$ cat src/rtl/cache_switch_ctrl_pkg.sv
// Shared definitions for the cache-switch instruction: FSM encodings and decode constants.
// The decoder imports this too, so opcode and flush-bit position live here.
package cache_switch_ctrl_pkg;

  typedef logic [2:0] state_t;

  localparam state_t IDLE   = 3'd0;
  localparam state_t DRAIN  = 3'd1;
  localparam state_t SCAN   = 3'd2;
  localparam state_t WB     = 3'd3;
  localparam state_t INVAL  = 3'd4;
  localparam state_t SWITCH = 3'd5;

  localparam logic [6:0] SWITCH_OPCODE    = 7'b1111111;
  localparam int         SWITCH_FLUSH_BIT = 2;

endpackage

$ cat src/rtl/cache_switch_ctrl_if.sv
// Bundle between decoder/data cache and the cache-switch controller.
// The slave modport is the controller's view; master is the surrounding pipeline/cache.
interface cache_switch_ctrl_if #(
  parameter int BANK_W = 1,
  parameter int IDX_W  = 3
);
  logic              switch_cache_w;
  logic [BANK_W-1:0] switch_bank;
  logic              switch_flush;
  logic              cache_busy;
  logic              line_dirty;
  logic              wb_ack;
  logic              stall;
  logic [BANK_W-1:0] active_bank;
  logic [BANK_W-1:0] scan_bank;
  logic [IDX_W-1:0]  scan_idx;
  logic              wb_req;
  logic              inval_bank;
  logic              switch_done;
  logic              bad_target;

  modport slave (
    input  switch_cache_w, switch_bank, switch_flush, cache_busy, line_dirty, wb_ack,
    output stall, active_bank, scan_bank, scan_idx, wb_req, inval_bank, switch_done, bad_target
  );

  modport master (
    output switch_cache_w, switch_bank, switch_flush, cache_busy, line_dirty, wb_ack,
    input  stall, active_bank, scan_bank, scan_idx, wb_req, inval_bank, switch_done, bad_target
  );
endinterface

$ cat src/rtl/cache_switch_ctrl_line_scan_counter.sv
// Line index walked during a flushing switch; saturates at the last line so it never wraps.
module line_scan_counter #(
  parameter int NUM_LINES = 8,
  parameter int IDX_W     = 3
) (
  input  logic             clk,
  input  logic             reset,
  input  logic             clear,
  input  logic             enable,
  output logic [IDX_W-1:0] idx,
  output logic             terminal
);
  localparam logic [IDX_W-1:0] LAST = IDX_W'(NUM_LINES - 1);

  logic [IDX_W-1:0] idx_q, idx_d;

  always_comb begin
    idx_d = idx_q;
    if (clear)
      idx_d = '0;
    else if (enable && (idx_q != LAST))
      idx_d = idx_q + IDX_W'(1);
  end

  always_ff @(posedge clk) begin
    if (reset) idx_q <= '0;
    else       idx_q <= idx_d;
  end

  assign idx      = idx_q;
  assign terminal = (idx_q == LAST);
endmodule

$ cat src/rtl/cache_switch_ctrl.sv
// Cache-switch instruction sequencer: freeze, drain, optional write-back/invalidate of the
// target bank, then retarget the data cache bank select.
module cache_switch_ctrl
  import cache_switch_ctrl_pkg::*;
#(
  parameter int NUM_BANKS = 2,
  parameter int BANK_W    = 1,
  parameter int NUM_LINES = 8,
  parameter int IDX_W     = 3
) (
  input logic               clk,
  input logic               reset,
  cache_switch_ctrl_if.slave bus
);
  state_t            state_q, state_d;
  logic [BANK_W-1:0] active_bank_q, active_bank_d;
  logic [BANK_W-1:0] scan_bank_q, scan_bank_d;
  logic              flush_q, flush_d;
  logic              bad_target_q, bad_target_d;
  logic              cnt_clear, cnt_en, cnt_term;
  logic [IDX_W-1:0]  cnt_idx;
  logic              legal;

  // Extra MSB keeps the compare meaningful when NUM_BANKS is a power of two.
  assign legal = ({1'b0, bus.switch_bank} < (BANK_W + 1)'(NUM_BANKS));

  line_scan_counter #(
    .NUM_LINES (NUM_LINES),
    .IDX_W     (IDX_W)
  ) u_scan_cnt (
    .clk      (clk),
    .reset    (reset),
    .clear    (cnt_clear),
    .enable   (cnt_en),
    .idx      (cnt_idx),
    .terminal (cnt_term)
  );

  always_comb begin
    state_d       = state_q;
    active_bank_d = active_bank_q;
    scan_bank_d   = scan_bank_q;
    flush_d       = flush_q;
    bad_target_d  = 1'b0;
    cnt_clear     = 1'b1;
    cnt_en        = 1'b0;
    case (state_q)
      IDLE: begin
        if (bus.switch_cache_w) begin
          if (legal) begin
            scan_bank_d = bus.switch_bank;
            flush_d     = bus.switch_flush;
            state_d     = DRAIN;
          end else begin
            bad_target_d = 1'b1;
          end
        end
      end
      DRAIN: begin
        if (!bus.cache_busy) state_d = flush_q ? SCAN : SWITCH;
      end
      SCAN: begin
        cnt_clear = 1'b0;
        if (bus.line_dirty)  state_d = WB;
        else if (cnt_term)   state_d = INVAL;
        else                 cnt_en  = 1'b1;
      end
      WB: begin
        // Index is held until the cache acknowledges the write-back of this line.
        cnt_clear = 1'b0;
        if (bus.wb_ack) begin
          if (cnt_term) begin
            state_d = INVAL;
          end else begin
            cnt_en  = 1'b1;
            state_d = SCAN;
          end
        end
      end
      INVAL:  state_d = SWITCH;
      SWITCH: begin
        active_bank_d = scan_bank_q;
        state_d       = IDLE;
      end
      default: state_d = IDLE;
    endcase
  end

  always_ff @(posedge clk) begin
    if (reset) begin
      state_q       <= IDLE;
      active_bank_q <= '0;
      scan_bank_q   <= '0;
      flush_q       <= 1'b0;
      bad_target_q  <= 1'b0;
    end else begin
      state_q       <= state_d;
      active_bank_q <= active_bank_d;
      scan_bank_q   <= scan_bank_d;
      flush_q       <= flush_d;
      bad_target_q  <= bad_target_d;
    end
  end

  // The request cycle itself must already freeze the pipeline, hence the combinational term.
  assign bus.stall       = (state_q != IDLE) | (bus.switch_cache_w & legal);
  assign bus.active_bank = active_bank_q;
  assign bus.scan_bank   = scan_bank_q;
  assign bus.scan_idx    = cnt_idx;
  assign bus.wb_req      = (state_q == WB);
  assign bus.inval_bank  = (state_q == INVAL);
  assign bus.switch_done = (state_q == SWITCH);
  assign bus.bad_target  = bad_target_q;
endmodule

$ cat src/flat_wrapper.sv
// flat-port wrapper written by rule: the top's interface ports become plain ports
module cache_switch_ctrl_flat import cache_switch_ctrl_pkg::*;
#(
  parameter int NUM_BANKS = 2,
  parameter int BANK_W    = 1,
  parameter int NUM_LINES = 8,
  parameter int IDX_W     = 3
)
  (clk, reset, bus_switch_cache_w, bus_switch_bank, bus_switch_flush, bus_cache_busy, bus_line_dirty, bus_wb_ack, bus_stall, bus_active_bank, bus_scan_bank, bus_scan_idx, bus_wb_req, bus_inval_bank, bus_switch_done, bus_bad_target);
  cache_switch_ctrl_if #(.BANK_W(BANK_W), .IDX_W(IDX_W)) bus_i ();
  input logic clk;
  input logic reset;
  input wire logic [$bits(bus_i.switch_cache_w)-1:0] bus_switch_cache_w;
  input wire logic [$bits(bus_i.switch_bank)-1:0] bus_switch_bank;
  input wire logic [$bits(bus_i.switch_flush)-1:0] bus_switch_flush;
  input wire logic [$bits(bus_i.cache_busy)-1:0] bus_cache_busy;
  input wire logic [$bits(bus_i.line_dirty)-1:0] bus_line_dirty;
  input wire logic [$bits(bus_i.wb_ack)-1:0] bus_wb_ack;
  output wire logic [$bits(bus_i.stall)-1:0] bus_stall;
  output wire logic [$bits(bus_i.active_bank)-1:0] bus_active_bank;
  output wire logic [$bits(bus_i.scan_bank)-1:0] bus_scan_bank;
  output wire logic [$bits(bus_i.scan_idx)-1:0] bus_scan_idx;
  output wire logic [$bits(bus_i.wb_req)-1:0] bus_wb_req;
  output wire logic [$bits(bus_i.inval_bank)-1:0] bus_inval_bank;
  output wire logic [$bits(bus_i.switch_done)-1:0] bus_switch_done;
  output wire logic [$bits(bus_i.bad_target)-1:0] bus_bad_target;
  assign bus_i.switch_cache_w = bus_switch_cache_w;
  assign bus_i.switch_bank = bus_switch_bank;
  assign bus_i.switch_flush = bus_switch_flush;
  assign bus_i.cache_busy = bus_cache_busy;
  assign bus_i.line_dirty = bus_line_dirty;
  assign bus_i.wb_ack = bus_wb_ack;
  assign bus_stall = bus_i.stall;
  assign bus_active_bank = bus_i.active_bank;
  assign bus_scan_bank = bus_i.scan_bank;
  assign bus_scan_idx = bus_i.scan_idx;
  assign bus_wb_req = bus_i.wb_req;
  assign bus_inval_bank = bus_i.inval_bank;
  assign bus_switch_done = bus_i.switch_done;
  assign bus_bad_target = bus_i.bad_target;
  cache_switch_ctrl #(.NUM_BANKS(NUM_BANKS), .BANK_W(BANK_W), .NUM_LINES(NUM_LINES), .IDX_W(IDX_W)) u_core (.clk(clk), .reset(reset), .bus(bus_i));
endmodule
$ cat config.mk
export PLATFORM = sky130hd
export DESIGN_NAME = cache_switch_ctrl_flat
export DESIGN_NICKNAME = d
export VERILOG_FILES = /design/src/rtl/cache_switch_ctrl_pkg.sv /design/src/rtl/cache_switch_ctrl_if.sv /design/src/rtl/cache_switch_ctrl_line_scan_counter.sv /design/src/rtl/cache_switch_ctrl.sv /design/src/flat_wrapper.sv
export SDC_FILE = /design/constraint.sdc
export NUM_CORES = 1
export LEC_CHECK = 0
export BUFFER_PORTS_ARGS = -buffer_cell sky130_fd_sc_hd__buf_4
export CORE_AREA = 2 2 39 41
export DETAILED_ROUTE_END_ITERATION = 10
export DIE_AREA = 0 0 41 43
export PLACE_DENSITY = 0.64
export SETUP_SLACK_MARGIN = 0.2
export SYNTH_ARGS = -nofsm -noshare
export SYNTH_HDL_FRONTEND = slang
export SYNTH_SLANG_ARGS = --single-unit
$ cat constraint.sdc
create_clock -name clk -period 4.7 [get_ports clk]
set_input_delay 0.235 -clock clk [delete_from_list [all_inputs] [get_ports clk]]
set_output_delay 0.235 -clock clk [all_outputs]
set_load 0.05 [all_outputs]
# After elaboration in Yosys (flattened, before gate mapping)
# Index checks and enable logic that the tools add are counted.
# Widths: inputs -> output; s select.
[word_totals] regBits=9 inputBits=8 output_inout_bits=10 word_cells=38
[op_classes] n_addsub=1 eq_ne=11 muxes=12 bitwise_logic=2 n_reduce_logical=7
[ops] op="$mux 3" n=7
[ops] op="$pmux 3 s5" n=1
[ops] op="$eq 3x3->1 const B" n=3
[ops] op="$eq 3x2->1 const B" n=2
[ops] op="$ne 2x2->1 const B" n=3
[ops] op="$reduce_and 4->1" n=1
[ops] op="$reduce_or 2->1" n=2
[ops] op="$add 3x1->3 const B" n=1
[ops] op="$eq 3x1->1 const B" n=1
[ops] op="$logic_not 3->1" n=1
[ops] op="$mux 1" n=3
[ops] op="$ne 3x2->1 const B" n=1
[ops] op="$ne 3x3->1 const B" n=1
[ops] op="$reduce_bool 3->1" n=1
[ops] op="$pmux 1 s2" n=1
[ops] op="$reduce_and 2->1" n=1
[ops] op="$logic_and 1x1->1" n=1
[ops] op="$not 1->1" n=1
[ops] op="$or 1x1->1" n=1

# Longest topological paths before layout
# Gate-level depths: netlist of run 1.
[logic_depth] word_depth=5 depth_mapped=6 mapped_depth_nobuf=6

# Cells and area by module
# Synthesis of run 1 repeated with hierarchy kept, for this count alone.
[unflattened] cells_unflattened=55 hier_area_um2=488.0
[modules_own_cells] module="cache_switch_ctrl" instances=1 cells_each=43 area_each_um2=345.3 seq_area_each_um2=120.1
[modules_own_cells] module="line_scan_counter" instances=1 cells_each=12 area_each_um2=142.6 seq_area_each_um2=60.1

# Least setup slack after synthesis of run 1
# Ideal clock, no wire load.
[synth_timing] kind="register to register" start="register u_core.state_q[0]" end="register u_core.state_q[2]" setup_time_ps=101 arrival_ps=1916 path_slack_ps=2683 stages_incl_launch_ff=5 n_path_buf=1 path_cell_list="dfxtp_1 > buf_2 > nor3b_1 > nand2b_1 > o41ai_1"
[synth_rtl] item="start, declared" line_no="cache_switch_ctrl.sv:15" text="state_t state_q, state_d;"
[synth_rtl] item="start signal, assigned" line_no="cache_switch_ctrl.sv:97" text="state_q <= state_d;"
[synth_rtl] item="$eq 3x3->1"
[synth_rtl] item="net bus_inval_bank" line_no="flat_wrapper.sv:24" text="output wire logic [$bits(bus_i.inval_bank)-1:0] bus_inval_bank;"
[synth_rtl] item="$pmux 3 s5" line_no="cache_switch_ctrl.sv:47" text="case (state_q)"
# The timed path passes the listed nets, and every way through them passes these cells.
# A chain may end at the register's enable or synchronous reset.

# Worst setup path after layout of run 1
[layout_timing] start="register u_core.state_q[0]" end="output bus_stall"
[layout_via] elab_chain_len=2
[layout_lines] item="$reduce_bool 3->1" line_no="cache_switch_ctrl.sv:106" text="assign bus.stall = (state_q != IDLE) | (bus.switch_cache_w & legal);"
[layout_lines] item="$or 1x1->1" line_no="cache_switch_ctrl.sv:106"
[layout_lines] item="end, declared" line_no="flat_wrapper.sv:19" text="output wire logic [$bits(bus_i.stall)-1:0] bus_stall;"
# No other way between the ends.

==> out/metrics.cfg, run 1 <==
[worst_setup_path]
r2r-start=u_core.u_scan_cnt.idx[0]
rr_worst_depth=6
rrSetupSlack_ns=3.11
crit_chain=or4_1 > buf_4
cp_max_fo=16
cp-endpoint=bus_stall
cp.arrival_ns=1.48
crit_path_end_kind=output port
cp-start-kind=flip-flop
crit_start=u_core.state_q[0]
path_class=reg -> out
r2r-end=u_core.state_q[0]
slowest_stage=or4_1
required_ns=4.47
slowest_delay_ns=0.56

[floorplan]
row_count=14
start_util_pct=39.7
die_h_microns=43
core-area_sq_mm=0.00138
io-pin-count=18
die_x_microns=41
design.die.area_sq_mm=0.00176

[detailed_routing]
vias=490
antenna_left=0
routed_wirelength_microns=1160
drtPass1Iterations=4
drc_errors=0
detail_route.wl_per_cell_microns=12.1
drt_iter0_drc=6
vias_per_cell=5.10

[place]
io_buffers=16
globalplace.congestion=0.745
hpwl_microns=825
dpl.cell_count=92

[final_layout]
stdcell_count=96
final_common_cell=buf_4
num_antenna_cells=0
n_fill_cell=144
drive_gt1_share_pct=25.0
fin_util_pct=49.8
fin_nets=92
syn_to_final_growth_pct=25.5
layout_common_cells=buf_4, dfxtp_1, nor2_1

[sta]
finalCriticalPeriod_ns=1.72
skew_ns=0.00343
clock.fmax_ghz=0.583
setup_viol=0
rsz0062_at_grt=no
min_period_over_period_pct=36.5
drv_slew=0
hold_violations=0
fin_tns_setup_ns=0

[synthesis]
synth_edf_count=0
ys_warn_count=0
synth_fp_nets=76
ys_ff_latch=9
synth_top_family_by_area=simple AND/OR/NAND/NOR gates
synth_ff_type=dfxtp_1
avgSynthCellArea_sq_um=8.45
async_flop_share_pct=0
syn_inst=65
synth_adder_area_share_pct=6.83
synth_cell_type_count=28
synth_seq_area_share_pct=32.8
synth-compound-area-share_pct=13.2
synth_xor_area_share_pct=1.59
yosys.area_share.simple_pct=31.0
syn_area_sq_um=549
synthMuxAreaShare_pct=9.11

[power]
pwr-share-seq_pct=43.2
p_sw_uw=81.2
leakage_uw=0.000326
cellPowerDensity_mw_per_mm2=325
internal_power_uw=143
switching_share_pct=36.2
comb_power_share_pct=29.8
ir_drop_v=0.000186
clkPwrFrac_pct=27.0

[clock_tree]
clockBufferDepth=2
clkSinkCount=9
post_cts_resized=0
cts_tree=done
clockRootBuffer=clkbuf_4
clock_latency_ns=0.26
post-cts-setup-buffer-count=0
htreeDepth=1
cts_buffers=3
path_clk_slew_ns=0.06
hold_buffers=0

[global_route]
grt_use_total_pct=15.1
grt_pass1_vias=434
grt_overflow=0
grt_max_degree=17
antenna_found_initial=0
grt_pass1_wl_microns=1800

[run]
maxCapViolations=0

[min_path]
holdCritPathClass=in -> reg

[run_status]
status=completed

## worst min-delay path by stage
| stage | start | endpoint | slack (ns) | depth (start not counted) |
|---|---|---|---|---|
| 6_report | bus_switch_bank | u_core.bus.scan_bank | 0.21 | 3 |
| 5_1_grt | reset | u_core.bus.active_bank | 0.23 | 2 |
| 4_1_cts | bus_switch_bank | u_core.bus.scan_bank | 0.20 | 3 |
| 3_5_place_dp | bus_switch_flush | u_core.flush_q | 0.48 | 3 |
| 3_3_place_gp | bus_switch_flush | u_core.flush_q | 0.47 | 3 |
| 2_1_floorplan | bus_switch_bank | u_core.bus.scan_bank | 0.38 | 2 |
## final cells by class
type,instances,area (sq um),area share (%)
multi-input combinational,51,343,49.7
sequential,9,180,26.1
timing repair buffer,16,120,17.4
clock buffer,4,26.3,3.81
tap,16,20.0,2.90
## worst max-delay path: cells and delay by family (launching register included)
family,cells,cell delay (ns)
AND/OR/NAND/NOR,1,0.56
buffers and inverters,1,0.20
flip-flops,1,0.46
## synth_stat cells (all sizes together), types with 2 or more instances
master  number  share of area (%)
a21oi        3                2.7
and2         2                2.3
buf          5                4.8
dfxtp        9                 33
ha           3                6.8
mux2i        5                9.1
nand2        3                2.0
nand2b       5                5.7
nor2         8                5.5
nor3         4                3.6
nor3b        2                2.7
o21ai        3                2.7
## sequential cells by signal, summed over array words and instances, names as in the netlist
| name | count |
|---|---|
| u_core.state_q | 3 |
| u_core.u_scan_cnt.idx | 3 |
| u_core.bus.active_bank | 1 |
| u_core.bus.scan_bank | 1 |
| u_core.flush_q | 1 |
## cells by family after synthesis
| kind of cell | count (synthesis) |
|---|---|
| adder cells (fa/ha/maj) | 3 |
| AND/OR/NAND/NOR | 30 |
| other | 1 |
| buffers and inverters | 5 |
| multiplexers | 5 |
| XOR/XNOR | 1 |
| flip-flops | 9 |
| AO/OA/AOI/OAI | 11 |
## power groups by stage
stage | combinational [uW] | clock, uW | sequential (uW)
final | 66.7 | 60.5 | 96.9
after global routing | 72.9 | 66.7 | 98.5
after CTS | 66.9 | 63.3 | 96.6
after detailed placement | 66.6 | 0 | 98.5
after global placement | 66.4 | 0 | 98.2
after floorplan | 56.6 | 0 | 91.8
## metrics by stage
stage | area [sq um] | hold slack [ns] | setup WS [ns] | total power [uW]
after floorplan | 549 | 0.382 | 2.68 | 148
after global placement | 663 | 0.469 | 3.16 | 165
after global routing | 689 | 0.226 | 2.91 | 238
final | 689 | 0.209 | 2.98 | 224
after detailed placement | 663 | 0.480 | 3.12 | 165
after CTS | 689 | 0.204 | 2.98 | 227
## per-layer routing
metal | GRT usage (%) | wire length [microns] | part of all wire, % | vias to the layer above
li1 | - | - | - | 261
met1 | 18.2 | 556 | 48 | 210
met2 | 23.4 | 525 | 45 | 17
met3 | 2.09 | 69 | 5.9 | 2
met4 | 10.0 | 9 | 0.78 | 0
met5 | 0 | 0 | 0 | -
No activity file was read; power rests on OpenSTA's default activity.
==> inputs of run 2 (changes only) <==
==> constraint.sdc (replaced) <==
create_clock -name clk -period 1.72 [get_ports clk]
set_input_delay 0.086 -clock clk [delete_from_list [all_inputs] [get_ports clk]]
set_output_delay 0.086 -clock clk [all_outputs]
set_load 0.05 [all_outputs]
==> run 2 against run 1 <==
  * Final cell count up 3.1%
  * Highest routed layer is now met3
  * Via count up 1.6%
  * First-iteration DRC count down 17%
  * Critical endpoint is now u_core.state_q[0]
  * Wire length down 1.0%
  * Total power rose to 2.8 times the previous value
  * Combinational power rose to 3.0 times the previous value
  * Die area unchanged
  * Global-route usage up 0.57 points
  * Sequential share of layout area down 0.59 points
  * Clock skew down 0.0015 ns
  * Hold slack worse by 0.16 ns
  * Largest cell class unchanged
==> out/metrics.cfg, run 2 (synthesized netlist as in run 1, its figures left out) <==
[place]
globalplace.congestion=0.713  ; -4.2%
hpwl_microns=833  ; +1.0%
io_buffers=16  ; unchanged

[floorplan]
row_count=14  ; unchanged
core-area_sq_mm=0.00138  ; unchanged
die_h_microns=43  ; unchanged
design.die.area_sq_mm=0.00176  ; unchanged
start_util_pct=39.7  ; unchanged
io-pin-count=18  ; unchanged
die_x_microns=41  ; unchanged

[detailed_routing]
routed_wirelength_microns=1150  ; -1.0%
vias=498  ; +1.6%
antenna_left=0  ; unchanged
drc_errors=0  ; unchanged
drt_iter0_drc=5  ; -1
detail_route.wl_per_cell_microns=11.6  ; -4.0%
drtPass1Iterations=3  ; -1
vias_per_cell=5.03  ; -1.4%

[worst_setup_path]
required_ns=1.86  ; -2.61 ns
crit_chain=ha_4 > ha_2 > or3_1 > a21o_1 > a21oi_1 > a311oi_1
cp_max_fo=4  ; -12
r2r-start=u_core.u_scan_cnt.idx[1]
rrSetupSlack_ns=0.22  ; -2.89 ns
rr_worst_depth=6  ; unchanged
slowest_stage=dfxtp_4
r2r-end=u_core.state_q[0]
path_class=reg -> reg
slowest_delay_ns=0.36  ; -0.20 ns
crit_path_end_kind=flip-flop
cp-start-kind=flip-flop
cp.arrival_ns=1.64  ; +0.16 ns

[min_path]
hp-start=bus_switch_bank
holdCritPathClass=in -> reg
hold_end=u_core.bus.scan_bank
hold_depth=3  ; unchanged

[sta]
hold_violations=0  ; unchanged
drv_slew=0  ; unchanged
setup_viol=0  ; unchanged
finalCriticalPeriod_ns=1.50
min_period_over_period_pct=87.1
clock.fmax_ghz=0.667
rsz0062_at_grt=yes
skew_ns=0.00191  ; -0.00153 ns
fin_tns_setup_ns=0  ; unchanged

[global_route]
antenna_found_initial=0  ; unchanged
grt_max_degree=15  ; -2
grt_pass1_vias=451  ; +3.9%
grt_overflow=0  ; unchanged
grt_pass1_wl_microns=1880  ; +4.6%
grt_use_total_pct=15.7  ; +0.57 points

[final_layout]
drive_gt1_share_pct=37.3  ; +12 points
n_fill_cell=136  ; -5.6%
layout_common_cells=buf_4, nor2_1, nand2b_1, mux2i_1, dfxtp_1
fin_util_pct=53.8  ; +4.0 points
num_antenna_cells=0  ; unchanged
fin_nets=95  ; +3.3%
final_common_cell=buf_4
syn_to_final_growth_pct=35.5

[clock_tree]
clockRootBuffer=clkbuf_4
cts_tree=done
htreeDepth=1  ; unchanged
path_clk_slew_ns=0.07  ; about the same
clkSinkCount=9  ; unchanged
clockBufferDepth=2  ; unchanged
hold_buffers=0  ; unchanged
cts_buffers=3  ; unchanged
clock_latency_ns=0.27  ; about the same

[power]
cellPowerDensity_mw_per_mm2=843  ; +160%
leakage_uw=0.000336  ; +3.2%
ir_drop_v=0.000419  ; +120%

[run_status]
status=completed

[run]
maxCapViolations=0  ; unchanged

run 2: power by group:
| group | internal [uW] | switching (uW) | total, uW |
|---|---|---|---|
| Sequential | 222 | 29.9 | 252 |
| Clock | 89.8 | 87.1 | 177 |
| Combinational | 83.9 | 115 | 199 |
run 2: through the flow:
step / hold WS, ns / area [sq um] / worst slack [ns] / cells / power (uW)
6_report: 0.0493 / 744 / 0.221 / 99 / 627
5_1_grt: 0.0639 / 744 / 0.160 / 99 / 662
4_1_cts: 0.0434 / 727 / 0.223 / 97 / 635
3_5_place_dp: 0.332 / 699 / 0.230 / 93 / 456
3_3_place_gp: 0.323 / 699 / 0.257 / 93 / 455
2_1_floorplan: 0.233 / 578 / 0.202 / 65 / 404
run 2: timing repair:
action | CTS | global route
endpoints found under the setup margin | 1 | 6
gates resized for setup | 1 | 1
hold endpoints to repair | 0 | 0
pin swaps | 0 | 2
buffers inserted | 0 | 2
cloned | 0 | 0
run 2: worst max-delay path, delay by kind of cell (launching register included):
family	cells	cell delay, ns
compound gates	3	0.40
flops	1	0.36
fa+ha+maj	2	0.32
simple gates	1	0.30
run 2: metal layers:
layer	vias to the layer above	share of wire, %	global-route usage (%)
li1	263	-	-
met1	222	52	21.4
met2	13	42	21.6
met3	0	5.9	3.14
met4	0	0	10.0
met5	-	0	0
run 2: how the worst max path moves through the flow:
stage                             startpoint  slack, ns  cells after the start                 to
CTS                        u_core.state_q[0]       0.22                      2          bus_stall
floorplan           u_core.u_scan_cnt.idx[1]       0.20                      6  u_core.state_q[0]
global route        u_core.u_scan_cnt.idx[0]       0.16                      6  u_core.state_q[0]
global placement    u_core.u_scan_cnt.idx[0]       0.26                      6  u_core.state_q[0]
finish              u_core.u_scan_cnt.idx[1]       0.22                      6  u_core.state_q[0]
detailed placement  u_core.u_scan_cnt.idx[0]       0.23                      6  u_core.state_q[0]
run 2: area by class of cell:
cell class / count / area (sq um) / area share [%]
Tap cell: 16 / 20.0 / 2.69
Multi-Input combinational cell: 51 / 365 / 49.1
Clock buffer: 4 / 26.3 / 3.53
Timing Repair Buffer: 19 / 143 / 19.2
Sequential cell: 9 / 190 / 25.5
